`config.mk`:
```
export PLATFORM = sky130hd
export DESIGN_NAME = rv_fetch_prefetch_unit_flat
export DESIGN_NICKNAME = d
export VERILOG_FILES = /design/src/rtl/rv_fetch_prefetch_unit_if.sv /design/src/rtl/rv_fetch_prefetch_unit.sv /design/src/flat_wrapper.sv
export SDC_FILE = /design/constraint.sdc
export NUM_CORES = 1
export LEC_CHECK = 0
export ABC_AREA = 0
export CORE_AREA = 5 5 207 209
export CTS_CLUSTER_SIZE = 28
export DETAILED_ROUTE_END_ITERATION = 6
export DIE_AREA = 0 0 212 214
export PLACE_DENSITY_LB_ADDON = 0.2
export REMOVE_ABC_BUFFERS = 1
export SLEW_MARGIN = 10
export SYNTH_ARGS = -nofsm -noshare
export SYNTH_HDL_FRONTEND = slang
export SYNTH_SLANG_ARGS = --single-unit
export TNS_END_PERCENT = 1
```
`constraint.sdc`:
```
create_clock -name clk -period 33.9 [get_ports clk]
set_input_delay 5.085 -clock clk [delete_from_list [all_inputs] [get_ports clk]]
set_output_delay 5.085 -clock clk [all_outputs]
set_load 0.005 [all_outputs]
```
`src/rtl/rv_fetch_prefetch_unit_if.sv`:
```
// Handshake bundle between the fetch front end, instruction memory and decode.
// master = fetch unit side, slave = memory/decode environment side.
interface rv_fetch_prefetch_if #(
  parameter int unsigned XLEN = 32
);
  logic            imem_req_valid;
  logic            imem_req_ready;
  logic [XLEN-1:0] imem_req_addr;
  logic            imem_rsp_valid;
  logic [31:0]     imem_rsp_data;
  logic            fetch_valid;
  logic            fetch_ready;
  logic [XLEN-1:0] fetch_pc;
  logic [31:0]     fetch_instr;
  logic [XLEN-1:0] fetch_pc_plus4;

  modport master (
    output imem_req_valid, imem_req_addr,
    input  imem_req_ready, imem_rsp_valid, imem_rsp_data,
    output fetch_valid, fetch_pc, fetch_instr, fetch_pc_plus4,
    input  fetch_ready
  );

  modport slave (
    input  imem_req_valid, imem_req_addr,
    output imem_req_ready, imem_rsp_valid, imem_rsp_data,
    input  fetch_valid, fetch_pc, fetch_instr, fetch_pc_plus4,
    output fetch_ready
  );
endinterface

```
`src/rtl/rv_fetch_prefetch_unit.sv`:
```
// RV32I fetch front end: sequential fetch to a variable-latency memory, prefetch FIFO
// toward decode, and redirect with flush and discard of in-flight responses.
module rv_fetch_prefetch_unit #(
  parameter int unsigned     XLEN            = 32,
  parameter logic [XLEN-1:0] RESET_PC        = '0,
  parameter int unsigned     FIFO_DEPTH      = 4,
  parameter int unsigned     MAX_OUTSTANDING = 2
) (
  input  logic                 clk,
  input  logic                 reset,
  input  logic                 redirect_valid,
  input  logic [XLEN-1:0]      redirect_pc,
  rv_fetch_prefetch_if.master  bus
);
  localparam int unsigned AW = $clog2(FIFO_DEPTH);
  localparam int unsigned CW = $clog2(FIFO_DEPTH + 1);
  localparam int unsigned OW = $clog2(MAX_OUTSTANDING + 1);
  localparam int unsigned TW = (MAX_OUTSTANDING > 1) ? $clog2(MAX_OUTSTANDING) : 1;
  localparam logic [OW-1:0] MAX_OUT  = OW'(MAX_OUTSTANDING);
  localparam logic [TW-1:0] TAG_LAST = TW'(MAX_OUTSTANDING - 1);

  logic [XLEN-1:0] req_pc;
  logic [OW-1:0]   outstanding, outstanding_nxt, discard_cnt;
  logic [XLEN-1:0] tag_q [MAX_OUTSTANDING];
  logic [TW-1:0]   tag_wr, tag_rd;
  logic [XLEN-1:0] fifo_pc    [FIFO_DEPTH];
  logic [31:0]     fifo_instr [FIFO_DEPTH];
  logic [AW-1:0]   head, tail;
  logic [CW-1:0]   count;

  logic            credit_ok, req_valid, req_fire, rsp_fire, push, pop, fetch_valid;
  logic [XLEN-1:0] redirect_target;

  // Credit term reserves a FIFO slot for every response that could still be kept.
  always_comb begin
    credit_ok       = (32'(outstanding) + 32'(count)) < 32'(FIFO_DEPTH);
    req_valid       = !reset && !redirect_valid && (outstanding < MAX_OUT) && credit_ok;
    req_fire        = req_valid && bus.imem_req_ready;
    rsp_fire        = bus.imem_rsp_valid && (outstanding != '0);
    push            = rsp_fire && !redirect_valid && (discard_cnt == '0);
    fetch_valid     = (count != '0) && !redirect_valid;
    pop             = fetch_valid && bus.fetch_ready;
    outstanding_nxt = outstanding + OW'(req_fire) - OW'(rsp_fire);
    redirect_target = redirect_pc & ~XLEN'(3);
  end

  assign bus.imem_req_valid = req_valid;
  assign bus.imem_req_addr  = req_pc;
  assign bus.fetch_valid    = fetch_valid;
  assign bus.fetch_pc       = fifo_pc[head];
  assign bus.fetch_instr    = fifo_instr[head];
  assign bus.fetch_pc_plus4 = fifo_pc[head] + XLEN'(4);

  always_ff @(posedge clk or posedge reset) begin
    if (reset) begin
      req_pc      <= RESET_PC;
      outstanding <= '0;
      discard_cnt <= '0;
      tag_wr      <= '0;
      tag_rd      <= '0;
      head        <= '0;
      tail        <= '0;
      count       <= '0;
      for (int unsigned i = 0; i < MAX_OUTSTANDING; i++) tag_q[i] <= '0;
      for (int unsigned i = 0; i < FIFO_DEPTH; i++) begin
        fifo_pc[i]    <= '0;
        fifo_instr[i] <= '0;
      end
    end else begin
      outstanding <= outstanding_nxt;
      if (req_fire) begin
        tag_q[tag_wr] <= req_pc;
        tag_wr        <= (tag_wr == TAG_LAST) ? '0 : tag_wr + TW'(1);
        req_pc        <= req_pc + XLEN'(4);
      end
      // Tags are consumed even for discarded responses so the queue stays in request order.
      if (rsp_fire)
        tag_rd <= (tag_rd == TAG_LAST) ? '0 : tag_rd + TW'(1);
      if (redirect_valid) begin
        req_pc      <= redirect_target;
        discard_cnt <= outstanding_nxt;
        head        <= '0;
        tail        <= '0;
        count       <= '0;
      end else begin
        if (rsp_fire && (discard_cnt != '0))
          discard_cnt <= discard_cnt - OW'(1);
        if (push) begin
          fifo_pc[tail]    <= tag_q[tag_rd];
          fifo_instr[tail] <= bus.imem_rsp_data;
          tail             <= tail + AW'(1);
        end
        if (pop)
          head <= head + AW'(1);
        count <= count + CW'(push) - CW'(pop);
      end
    end
  end
endmodule

```
`src/flat_wrapper.sv`:
```
// flat-port wrapper written by rule: the top's interface ports become plain ports
module rv_fetch_prefetch_unit_flat 
#(
  parameter int unsigned     XLEN            = 32,
  parameter logic [XLEN-1:0] RESET_PC        = '0,
  parameter int unsigned     FIFO_DEPTH      = 4,
  parameter int unsigned     MAX_OUTSTANDING = 2
)
  (clk, reset, redirect_valid, redirect_pc, bus_imem_req_valid, bus_imem_req_addr, bus_imem_req_ready, bus_imem_rsp_valid, bus_imem_rsp_data, bus_fetch_valid, bus_fetch_pc, bus_fetch_instr, bus_fetch_pc_plus4, bus_fetch_ready);
  rv_fetch_prefetch_if #(.XLEN(XLEN)) bus_i ();
  input  logic clk;
  input  logic reset;
  input  logic redirect_valid;
  input  logic [XLEN-1:0] redirect_pc;
  output wire logic [$bits(bus_i.imem_req_valid)-1:0] bus_imem_req_valid;
  output wire logic [$bits(bus_i.imem_req_addr)-1:0] bus_imem_req_addr;
  input wire logic [$bits(bus_i.imem_req_ready)-1:0] bus_imem_req_ready;
  input wire logic [$bits(bus_i.imem_rsp_valid)-1:0] bus_imem_rsp_valid;
  input wire logic [$bits(bus_i.imem_rsp_data)-1:0] bus_imem_rsp_data;
  output wire logic [$bits(bus_i.fetch_valid)-1:0] bus_fetch_valid;
  output wire logic [$bits(bus_i.fetch_pc)-1:0] bus_fetch_pc;
  output wire logic [$bits(bus_i.fetch_instr)-1:0] bus_fetch_instr;
  output wire logic [$bits(bus_i.fetch_pc_plus4)-1:0] bus_fetch_pc_plus4;
  input wire logic [$bits(bus_i.fetch_ready)-1:0] bus_fetch_ready;
  assign bus_imem_req_valid = bus_i.imem_req_valid;
  assign bus_imem_req_addr = bus_i.imem_req_addr;
  assign bus_i.imem_req_ready = bus_imem_req_ready;
  assign bus_i.imem_rsp_valid = bus_imem_rsp_valid;
  assign bus_i.imem_rsp_data = bus_imem_rsp_data;
  assign bus_fetch_valid = bus_i.fetch_valid;
  assign bus_fetch_pc = bus_i.fetch_pc;
  assign bus_fetch_instr = bus_i.fetch_instr;
  assign bus_fetch_pc_plus4 = bus_i.fetch_pc_plus4;
  assign bus_i.fetch_ready = bus_fetch_ready;
  rv_fetch_prefetch_unit #(.XLEN(XLEN), .RESET_PC(RESET_PC), .FIFO_DEPTH(FIFO_DEPTH), .MAX_OUTSTANDING(MAX_OUTSTANDING)) u_core (.clk(clk), .reset(reset), .redirect_valid(redirect_valid), .redirect_pc(redirect_pc), .bus(bus_i));
endmodule
```
==> metrics.md, run 1 <==
| Metric | Value |
|---|---|
| Status | complete, no violations |
| Main combinational cell family by area after synthesis | multiplexers |
| Multi-input gate area | 6880 um^2 |
| CP top delay family | buffers and inverters |
| Critical path class | in2out |
| Min-Delay Path Depth | 2 |
| Required time worst endpoint | ~29,000 ps |
| Setup crit start kind | input port |
| Main synth FF type | dfrtp_1 |
| Multiplexer area fraction after synthesis | 23.7% |
| Post-synthesis sequential area ratio | 54.5% |
| FP Rows | 74 |
| P_sw | 0.509 mW |
| Hold_sp | u_core.tag_q[22] |
| Crit-path most repeated cell | clkdlybuf4s50_1 |
| Switching part of the total | 30.2% |
| First-pass iteration count of the detailed router | 5 |
| Worst hold margin | 479 ps |
| DIE HEIGHT | 214 um |
| RSZ-0062 raised after global routing | no |
| Slew @ Worst Pin | 1050 ps |
| CTS tree | done |
| Initial antenna violation count | 0 |
| Internal power | 1.18 mW |
| Fill count | 3,625 |
| Final Non-Filler Cells | 2,007 |
| Synth Area in XOR/XNOR | 2.61% |
| YS warnings | 0 |
| Slowest stage delay, CP | 520 ps |
| DRT iter0 DRCs | a little under 600 |
| Share of post-route cells with drive strength above 1 | 23.2% |
| Pwr Density | about 85 nW/um^2 |
| Critical Path Slowest Stage Cell | clkdlybuf4s50_1 |
| Period utilization | 34.6% |
| Crit. End Element | primary output |
| Max frequency | 85.3 MHz |
| Inserted Clock Buffers | 40 |
| Min-Delay Path Class | reg2reg |
| Total wire length | 39,500 um |
| CTS Root Cell | clkbuf_16 |
| First-pass GRT wire length | 64,100 um |
| Most common cell after layout, fill and taps aside | dfrtp_1 |
| Setup Viol. Count Final | 0 |
| Reg-to-Reg Start | u_core.count[1] |
| Flops & latches, synth | between 300 and 400 |
| Synth Area in Simple Gates | 8.88% |
| Reg2reg setup slack | 30,970 ps |
| DR DRC count | 0 |
| Area growth syn-to-layout | 22.9% |
| Vias | 10,700 |
| Worst r2r path cells | 8 |
| EDFF count, synth | 0 |
| Fin util | 48.7% |
| Ant. Diodes | 0 |
| Aggregate global-route resource usage | 17.6% |
| Compound-Gate Fraction of Synth Area | 6.09% |
| Gr ovfl total | 0 |
| Number of global-route vias before repair | 11,000 |
| Hold EP | u_core.tag_q[22] |
| Final TNS setup | 0 ps |
| Post-route minimum period | 11,720 ps |
| Post-DP HPWL | 25,200 um |
| Clock power frac | 25.7% |
| Most frequent cells in the layout | 348 x dfrtp_1, 190 x clkdlybuf4s50_1, 186 x mux2_2 |
| I/O Pins | 200 |
| Post-DP Area | between 15,000 and 20,000 um^2 |
| CTS H-Tree Depth | 2 |
| Post-synthesis instance total | 1,282 |
| Clock Tree Buf Depth | 3 |
| Antenna viol nets, final | 0 |
| Synthesized cell area | roughly 16,000 um^2 |
| CORE AREA | 40,600 um^2 |
| Max FO, Critical Path | 2 |
| Synth async-reset ratio | 100% |
| Final Max Tran Viols | 0 |
| Leak | just under 9 nW |
| Data arrival time of the worst path | 6640 ps |
| Critical Path Start | reset |
| Post-synthesis adder-cell area fraction | 1.06% |
| Seq pwr share | 38.0% |
| R2r endpoint | u_core.tag_q[30] |
| Max-cap violations | 0 |
| Worst-Skew Late Latency | 540 ps |
| Post-CTS Repair Setup Buffers | 0 |
| Distinct cells, synth | 48 |
| Final hold vios | 0 |
| Logic pwr share | 36.3% |
| DIE WIDTH | around 210 um |
| DIE AREA | roughly 45,000 um^2 |
| Routed vias/inst | approximately 5.3 |
| Placed cells | 1,936 |
| Skew final | between 10 and 15 ps |
| Relative slew slack | 30.0% |
| Clock Sink Count | 351 |
| Crit path buf inv count | 2 |
| Gpl congestion | 0.760 |
| Storage cell area | 8790 um^2 |
| Clock transition at path regs | around 50 ps |
| Non-Filler Cell Area, Final | 19,800 um^2 |
| Final #Nets | roughly 1,500 |
| PortBufs | between 150 and 200 |
| Starting density of the core | between 30% and 40% |
| CTS resizes | 0 |
| Post-Syn Area per Cell | 12.6 um^2 |
| Critical Path, Cell by Cell | clkdlybuf4s50_1, nor4_1, and3_1, clkdlybuf4s50_1 |
| Largest net degree at the start of global routing | approximately 170 |
| Wire per inst | slightly below 20 um |
| CTS Hold Bufs | 0 |
| Max VDD drop | approximately 37 uV |
==> tightest hold or removal path, cell delays in order (launching register included) <==
cell and delay [ps]:
dfrtp_1 340, nand2_1 50, o21ai_0 60
==> cell type report <==
| type | instances | area share (%) |
|---|---|---|
| clock buffer | 56 | 5.72 |
| timing repair buffer | 209 | 10.4 |
| inverter | 22 | 0.455 |
| tap | 532 | 3.36 |
| multi-input combinational | 822 | 34.7 |
| sequential | 351 | 44.4 |
| clock inverter | 15 | 0.967 |
==> metal layers <==
metal | GRT usage (%) | part of all wire, % | up-vias
met4 | 4.83 | 2.3 | 0
met3 | 2.82 | 4.4 | 50
met5 | 0 | 0 | -
li1 | - | - | 4926
met1 | 25.1 | 46 | 5451
met2 | 28.0 | 48 | 239
==> metrics by stage <==
stage	setup WS, ps	power (mW)
floorplan	19080	0.987
global placement	22170	1.25
detailed placement	22180	1.27
CTS	22160	1.71
global route	21980	1.79
finish	22180	1.69
==> cells by family (layout without fill, tap and decap cells) <==
kind of cell	count (synthesis)	in the layout
DFF	351	351
and+or+nand+nor	297	297
muxes	281	281
AOI/OAI and AO/OA	177	177
buffers and inverters	114	302
xor gates and xnor gates	48	48
adders and majority gates	13	13
other	1	6
==> cells in the mapped netlist, drive strengths merged (4+ instances only) <==
library cell / count / area [um^2]
and4: 6 / 52.6
mux4: 62 / 1400
o311ai: 9 / 78.8
mux2i: 33 / 330
a21oi: 123 / 616
nand4: 17 / 106
nor2: 135 / 507
dfrtp: 351 / 8780
nor4: 6 / 82.6
ha: 12 / 150
mux2: 186 / 2090
buf: 53 / 272
a41oi: 4 / 35.0
xnor2: 27 / 236
and2: 8 / 50.1
nand2: 55 / 214
clkbuf: 39 / 146
o21ai: 28 / 140
nand3: 26 / 130
and3: 16 / 100
xor2: 21 / 184
nor3b: 8 / 60.1
nor3: 12 / 60.1
a221o: 4 / 40.0
inv: 22 / 82.6
==> state kept, by name (all words and copies together), names as in the netlist, 2 cells and up <==
register and flops:
u_core.fifo_instr 128, u_core.fifo_pc 120, u_core.tag_q 60, u_core.bus.imem_req_addr 30, u_core.count 3, u_core.discard_cnt 2
u_core.head 2, u_core.outstanding 2, u_core.tail 2
==> worst max-delay path by stage <==
stage,end,slack (ps),depth (start not counted)
detailed placement,bus_imem_req_valid,22180,4
global placement,bus_imem_req_valid,22170,4
floorplan,u_core.bus.imem_req_addr[10],19080,1
finish,bus_imem_req_valid,22180,4
global route,bus_imem_req_valid,21980,5
CTS,bus_imem_req_valid,22160,4
==> power groups by stage <==
stage	registers (mW)	logic, mW	clock network, mW
2_1_floorplan	0.628	0.358	0
3_3_place_gp	0.642	0.613	0
3_5_place_dp	0.649	0.622	0
4_1_cts	0.642	0.624	0.448
5_1_grt	0.660	0.670	0.463
6_report	0.641	0.611	0.434
Power figures use the tool's default switching activity.
==> run 2: changes to the inputs <==
==> constraint.sdc (replaced) <==
create_clock -name clk -period 11.2 [get_ports clk]
set_input_delay 1.68 -clock clk [delete_from_list [all_inputs] [get_ports clk]]
set_output_delay 1.68 -clock clk [all_outputs]
set_load 0.005 [all_outputs]
==> metrics.md, run 2 (same netlist as run 1, synthesis figures left out) <==
| Metric | Value |
|---|---|
| Status | complete, no violations (unchanged) |
| Area growth syn-to-layout | 23.3% (was 22.9%) |
| Skew final | 12.9 ps (was 14.3 ps) |
| Worst slack, placed | 5250 ps (was 22,180 ps) |
| Starting density of the core | 39.7% (unchanged) |
| DR DRC count | 0 (unchanged) |
| Highest metal used | met4 (unchanged) |
| Critical Path, Cell by Cell | buf_4, mux4_1, and3_1, or4b_1, nor4_4, xor2_1, clkdlybuf4s50_1 (was clkdlybuf4s50_1, nor4_1, and3_1, clkdlybuf4s50_1) |
| Overall power | 5.14 mW (was 1.69 mW) |
| Setup Viol. Count Final | 0 (unchanged) |
| DIE AREA | 45,400 um^2 (unchanged) |
| Max-cap violations | 0 (unchanged) |
| Placed cells | 1,936 (unchanged) |
| CTS Root Cell | clkbuf_16 (unchanged) |
| PortBufs | 191 (unchanged) |
| Critical path class | reg2out (was in2out) |
| Critical Path Slowest Stage Cell | dfrtp_4 (was clkdlybuf4s50_1) |
| CTS resizes | 0 (unchanged) |
| CORE AREA | 40,600 um^2 (unchanged) |
| Leak | 8.70 nW (was 8.66 nW) |
| Final TNS setup | 0 ps (unchanged) |
| Final Max Tran Viols | 0 (unchanged) |
| DRT iter0 DRCs | 511 (was 593) |
| Most flop-heavy register | u_core.fifo_instr (unchanged) |
| Met2 routed WL | 18,900 um (was 18,800 um) |
| Max FO, Critical Path | 36 (was 2) |
| Largest regs | u_core.fifo_instr (128), u_core.fifo_pc (120), u_core.tag_q (60) (unchanged) |
| CP top delay family | simple AND/OR/NAND/NOR gates (was buffers and inverters) |
| Antenna viol nets, final | 0 (unchanged) |
| I/O Pins | 200 (unchanged) |
| Largest net degree at the start of global routing | 189 (was 168) |
| Share of post-route cells with drive strength above 1 | 23.6% (was 23.2%) |
| Switching part of the total | 30.1% (was 30.2%) |
| Gpl congestion | 0.738 (was 0.760) |
| Max reg flops | 128 (unchanged) |
| Clock transition at path regs | 60 ps (was 50 ps) |
| Most frequent cells in the layout | 348 x dfrtp_1, 190 x clkdlybuf4s50_1, 186 x mux2_2 (unchanged) |
| DIE HEIGHT | 214 um (unchanged) |
| Post-CTS Repair Setup Buffers | 0 (unchanged) |
| CTS Hold Bufs | 0 (unchanged) |
| Pwr Density | 259 nW/um^2 (was 85.1 nW/um^2) |
| Post-route minimum period | between 6000 and 7000 ps |
| Crit path buf inv count | 2 (unchanged) |
| Final Non-Filler Cells | 2,008 (was 2,007) |
| Data arrival time of the worst path | 4700 ps (was 6640 ps) |
| CTS H-Tree Depth | 2 (unchanged) |
| DIE WIDTH | 212 um (unchanged) |
| Internal power | 3.59 mW (was 1.18 mW) |
| RSZ-0062 raised after global routing | no (unchanged) |
| Clock Sink Count | 351 (unchanged) |
| Final #Nets | 1,529 (unchanged) |
| Vias | 10,700 (about the same) |
| Number of global-route vias before repair | 11,200 (was 11,000) |
| P_sw | 1.55 mW (was 0.509 mW) |
| Final worst setup slack | 4820 ps (was 22,180 ps) |
| CTS tree | done (unchanged) |
| Crit. End Element | primary output (unchanged) |
| Setup crit start kind | register (was input port) |
| First-pass GRT wire length | 63,900 um (was 64,100 um) |
| Required time worst endpoint | 9520 ps (was 28,810 ps) |
| Worst-Skew Late Latency | 540 ps (about the same) |
| Post-DP HPWL | 25,400 um (was 25,200 um) |
| Worst hold margin | 482 ps (was 479 ps) |
| Most common cell after layout, fill and taps aside | dfrtp_1 (unchanged) |
| Relative slew slack | 26.3% (was 30.0%) |
| Routed vias/inst | 5.30 (was 5.31) |
| Clock Tree Buf Depth | 3 (unchanged) |
| Logic pwr share | 36.0% (was 36.3%) |
| Reg2reg setup slack | 8350 ps (was 30,970 ps) |
| Slew @ Worst Pin | 1110 ps (was 1050 ps) |
| Wire per inst | 19.8 um (was 19.7 um) |
| Initial antenna violation count | 0 (unchanged) |
| Clock power frac | 26.3% (was 25.7%) |
| Min-Delay Path Class | reg2reg (unchanged) |
| Seq pwr share | 37.8% (was 38.0%) |
| M1 wire length | 18,000 um (was 18,100 um) |
| Worst r2r path cells | 7 (was 8) |
| Aggregate global-route resource usage | 17.6% (about the same) |
| Slowest stage delay, CP | 870 ps (was 520 ps) |
| Gr ovfl total | 0 (unchanged) |
| FP Rows | 74 (unchanged) |
| Max frequency | between 150 and 200 MHz |
| Final hold vios | 0 (unchanged) |
| Met3 Routed Length | 1790 um (was 1730 um) |
| Worst path depth | 7 (was 4) |
| Period utilization | 57.0% |
| Min-Delay Path Depth | 2 (unchanged) |
| Inserted Clock Buffers | 40 (unchanged) |
| Max VDD drop | 94.0 uV (was 37.2 uV) |
| Ant. Diodes | 0 (unchanged) |
| Total wire length | 39,700 um (was 39,500 um) |
| First-pass iteration count of the detailed router | 5 (unchanged) |
## run 2: changes by cell type in the layout (fill, tap and decap cells not counted)
cell / change
clkbuf_8: +9
clkbuf_1: -5
clkinvlp_4: -2
bufinv_16: -1
## run 2: final timing paths
| check | from | to |
|---|---|---|
| worst max-delay path | u_core.head[0] | bus_fetch_pc_plus4[28] |
| worst min-delay path | u_core.tag_q[26] | u_core.tag_q[26] |
| worst max register to register | u_core.count[1] | u_core.tag_q[45] |
| worst min register to register | u_core.tag_q[26] | u_core.tag_q[26] |
| max in group asynchronous | reset | u_core.fifo_instr[36] |
| min in group asynchronous | reset | u_core.count[2] |
## run 2: per-layer routing
metal  up-vias  GRT usage, %
li1       4936             -
met1      5426          24.4
met2       234          28.3
met3        55          3.04
met4         0          5.41
met5         -             0
## run 2: final cells by class
type,count,area [um^2]
fillers,3612,20800
flip-flops and latches,351,8790
multi-input cells,822,6880
repair buffers,209,2050
clock buffers,60,1240
well taps,532,666
clock inverters,12,146
inverters,22,90.1
## run 2: worst min-delay path, delay by kind of cell, from the launching register on
family	cells	cell delay (ps)
DFF	1	340
AOI/OAI and AO/OA	1	60
and+or+nand+nor	1	50
## run 2: through the flow
step / area (um^2) / utilization (%)
after floorplan: 15700 / -
after global placement: 18500 / 45.5
after detailed placement: 18500 / 45.5
after CTS: 19900 / 48.9
after global routing: 19900 / 48.9
final: 19900 / 48.9
## run 2: power groups by stage
stage | logic, mW | registers [mW] | clock network, mW
3_3_place_gp | 1.85 | 1.95 | 0
6_report | 1.85 | 1.94 | 1.35
2_1_floorplan | 1.09 | 1.90 | 0
3_5_place_dp | 1.88 | 1.97 | 0
4_1_cts | 1.89 | 1.95 | 1.39
5_1_grt | 2.03 | 2.00 | 1.44
==> run 3: changes to the inputs <==
==> constraint.sdc (replaced) <==
create_clock -name clk -period 6.4 [get_ports clk]
set_input_delay 0.96 -clock clk [delete_from_list [all_inputs] [get_ports clk]]
set_output_delay 0.96 -clock clk [all_outputs]
set_load 0.005 [all_outputs]
==> metrics.md, run 3 (same netlist as run 1, synthesis figures left out) <==
| Metric | Value |
|---|---|
| Initial antenna violation count | 0 (unchanged) |
| I/O Pins | 200 (unchanged) |
| Clock Tree Buf Depth | 3 (unchanged) |
| Max reg flops | 128 (unchanged) |
| Hold_sp | u_core.tag_q[10] (was u_core.tag_q[26]) |
| Gpl congestion | 0.772 (was 0.738) |
| Max VDD drop | 187 uV (was 94.0 uV) |
| Share of post-route cells with drive strength above 1 | 23.4% (was 23.6%) |
| Antenna viol nets, final | 0 (unchanged) |
| Leak | 8.69 nW (was 8.70 nW) |
| DIE WIDTH | 212 um (unchanged) |
| Data arrival time of the worst path | 4070 ps (was 4700 ps) |
| Clock transition at path regs | 60 ps (about the same) |
| Post-DP Area | 18,500 um^2 (about the same) |
| Starting density of the core | 39.7% (unchanged) |
| Largest net degree at the start of global routing | 141 (was 189) |
| Max-cap violations | 0 (unchanged) |
| DR DRC count | 0 (unchanged) |
| Number of global-route vias before repair | 11,200 (about the same) |
| Aggregate global-route resource usage | 17.5% (was 17.6%) |
| Final TNS setup | 0 ps (unchanged) |
| Non-Filler Cell Area, Final | 19,900 um^2 (about the same) |
| Setup Viol. Count Final | 0 (unchanged) |
| Inserted Clock Buffers | 40 (unchanged) |
| Worst slack, placed | 1860 ps (was 5250 ps) |
| Most frequent cells in the layout | 348 x dfrtp_1, 190 x clkdlybuf4s50_1, 186 x mux2_2 (unchanged) |
| Worst-Skew Late Latency | 550 ps (was 540 ps) |
| DIE HEIGHT | 214 um (unchanged) |
| Most common cell after layout, fill and taps aside | dfrtp_1 (unchanged) |
| CORE AREA | 40,600 um^2 (unchanged) |
| DRT iter0 DRCs | 575 (was 511) |
| Final hold vios | 0 (unchanged) |
| Most flop-heavy register | u_core.fifo_instr (unchanged) |
| Min-Delay Path Class | reg2reg (unchanged) |
| RSZ-0062 raised after global routing | no (unchanged) |
| CTS tree | done (unchanged) |
| Post-route minimum period | 5030 ps |
| Wire per inst | 19.7 um (was 19.8 um) |
| CTS H-Tree Depth | 2 (unchanged) |
| First-pass iteration count of the detailed router | 4 (was 5) |
| CTS Hold Bufs | 0 (unchanged) |
| Crit. End Element | primary output (unchanged) |
| Critical path class | reg2out (unchanged) |
| Max frequency | 199 MHz |
| Routed vias/inst | 5.30 (about the same) |
| Largest regs | u_core.fifo_instr (128), u_core.fifo_pc (120), u_core.tag_q (60) (unchanged) |
| Reg-to-Reg Start | u_core.count[1] (unchanged) |
| Final Max Tran Viols | 0 (unchanged) |
| Status | complete, no violations (unchanged) |
| Final #Nets | 1,531 (was 1,529) |
| FP Rows | 74 (unchanged) |
| PortBufs | 191 (unchanged) |
| Final worst setup slack | 1370 ps (was 4820 ps) |
| Pwr Density | 449 nW/um^2 (was 259 nW/um^2) |
| Max FO, Critical Path | 34 (was 36) |
| First-pass GRT wire length | 64,400 um (was 63,900 um) |
| Post-DP HPWL | 25,500 um (was 25,400 um) |
| Clock Sink Count | 351 (unchanged) |
| Skew final | 17.3 ps (was 12.9 ps) |
| CTS resizes | 0 (unchanged) |
| Total wire length | 39,700 um (about the same) |
| Gr ovfl total | 0 (unchanged) |
| Reg2reg setup slack | 3390 ps (was 8350 ps) |
| Overall power | 8.92 mW (was 5.14 mW) |
| Period utilization | about four fifths |
| Area growth syn-to-layout | 23.2% (was 23.3%) |
| Required time worst endpoint | 5440 ps (was 9520 ps) |
| Vias | 10,700 (about the same) |
| Ant. Diodes | 0 (unchanged) |
| Critical Path Start | u_core.head[0] (unchanged) |
| DIE AREA | 45,400 um^2 (unchanged) |
| Relative slew slack | 30.8% (was 26.3%) |
| CTS Root Cell | clkbuf_16 (unchanged) |
| Post-CTS Repair Setup Buffers | 0 (unchanged) |
| Worst hold margin | 483 ps (was 482 ps) |
| Setup crit start kind | register (unchanged) |
| Slew @ Worst Pin | 1040 ps (was 1110 ps) |
run 3: metal layers:
metal / part of all wire (%) / wire length (um) / GRT usage (%) / vias to the layer above
met5: 0 / 0 / 0 / -
met4: 2.0 / 785 / 4.29 / 0
met3: 4.4 / 1750 / 3.64 / 46
met2: 48 / 19200 / 28.8 / 211
met1: 45 / 17900 / 24.1 / 5486
li1: - / - / - / 4922
run 3: through the flow:
step                utilization (%)  std cells
floorplan                         -       1195
global placement               45.6       1938
detailed placement             45.6       1938
CTS                            48.8       2012
global route                   48.8       2012
finish                         48.8       2012
run 3: area by class of cell:
type | count | area [um^2]
fill | 3624 | 20800
sequential | 351 | 8790
multi-input combinational | 822 | 6880
timing repair buffer | 211 | 2110
clock buffer | 60 | 1190
tap | 532 | 666
clock inverter | 14 | 131
inverter | 22 | 90.1
run 3: where the power goes:
part / total (mW) / internal (mW) / switching (mW)
clock: 2.27 / 1.37 / 0.905
sequential: 3.41 / 2.91 / 0.491
combinational: 3.25 / 1.93 / 1.32
run 3: path summary, 6_finish.rpt:
path | endpoint | cells past startpoint
max | bus_fetch_pc_plus4[27] | 7
min | u_core.tag_q[10] | 2
min reg2reg | u_core.tag_q[10] | 2
max reg2reg | u_core.tag_q[2] | 7
max in group asynchronous | u_core.fifo_instr[9] | 3
min in group asynchronous | u_core.bus.imem_req_addr[22] | 2
run 3: worst max-delay path, cell delays in order, from the launching register on:
cell and delay, ps:
dfrtp_4 910, buf_4 450, mux4_2 670, and4_1 290, nand3_1 260, and4bb_1 260, xor2_1 130, clkdlybuf4s50_1 520
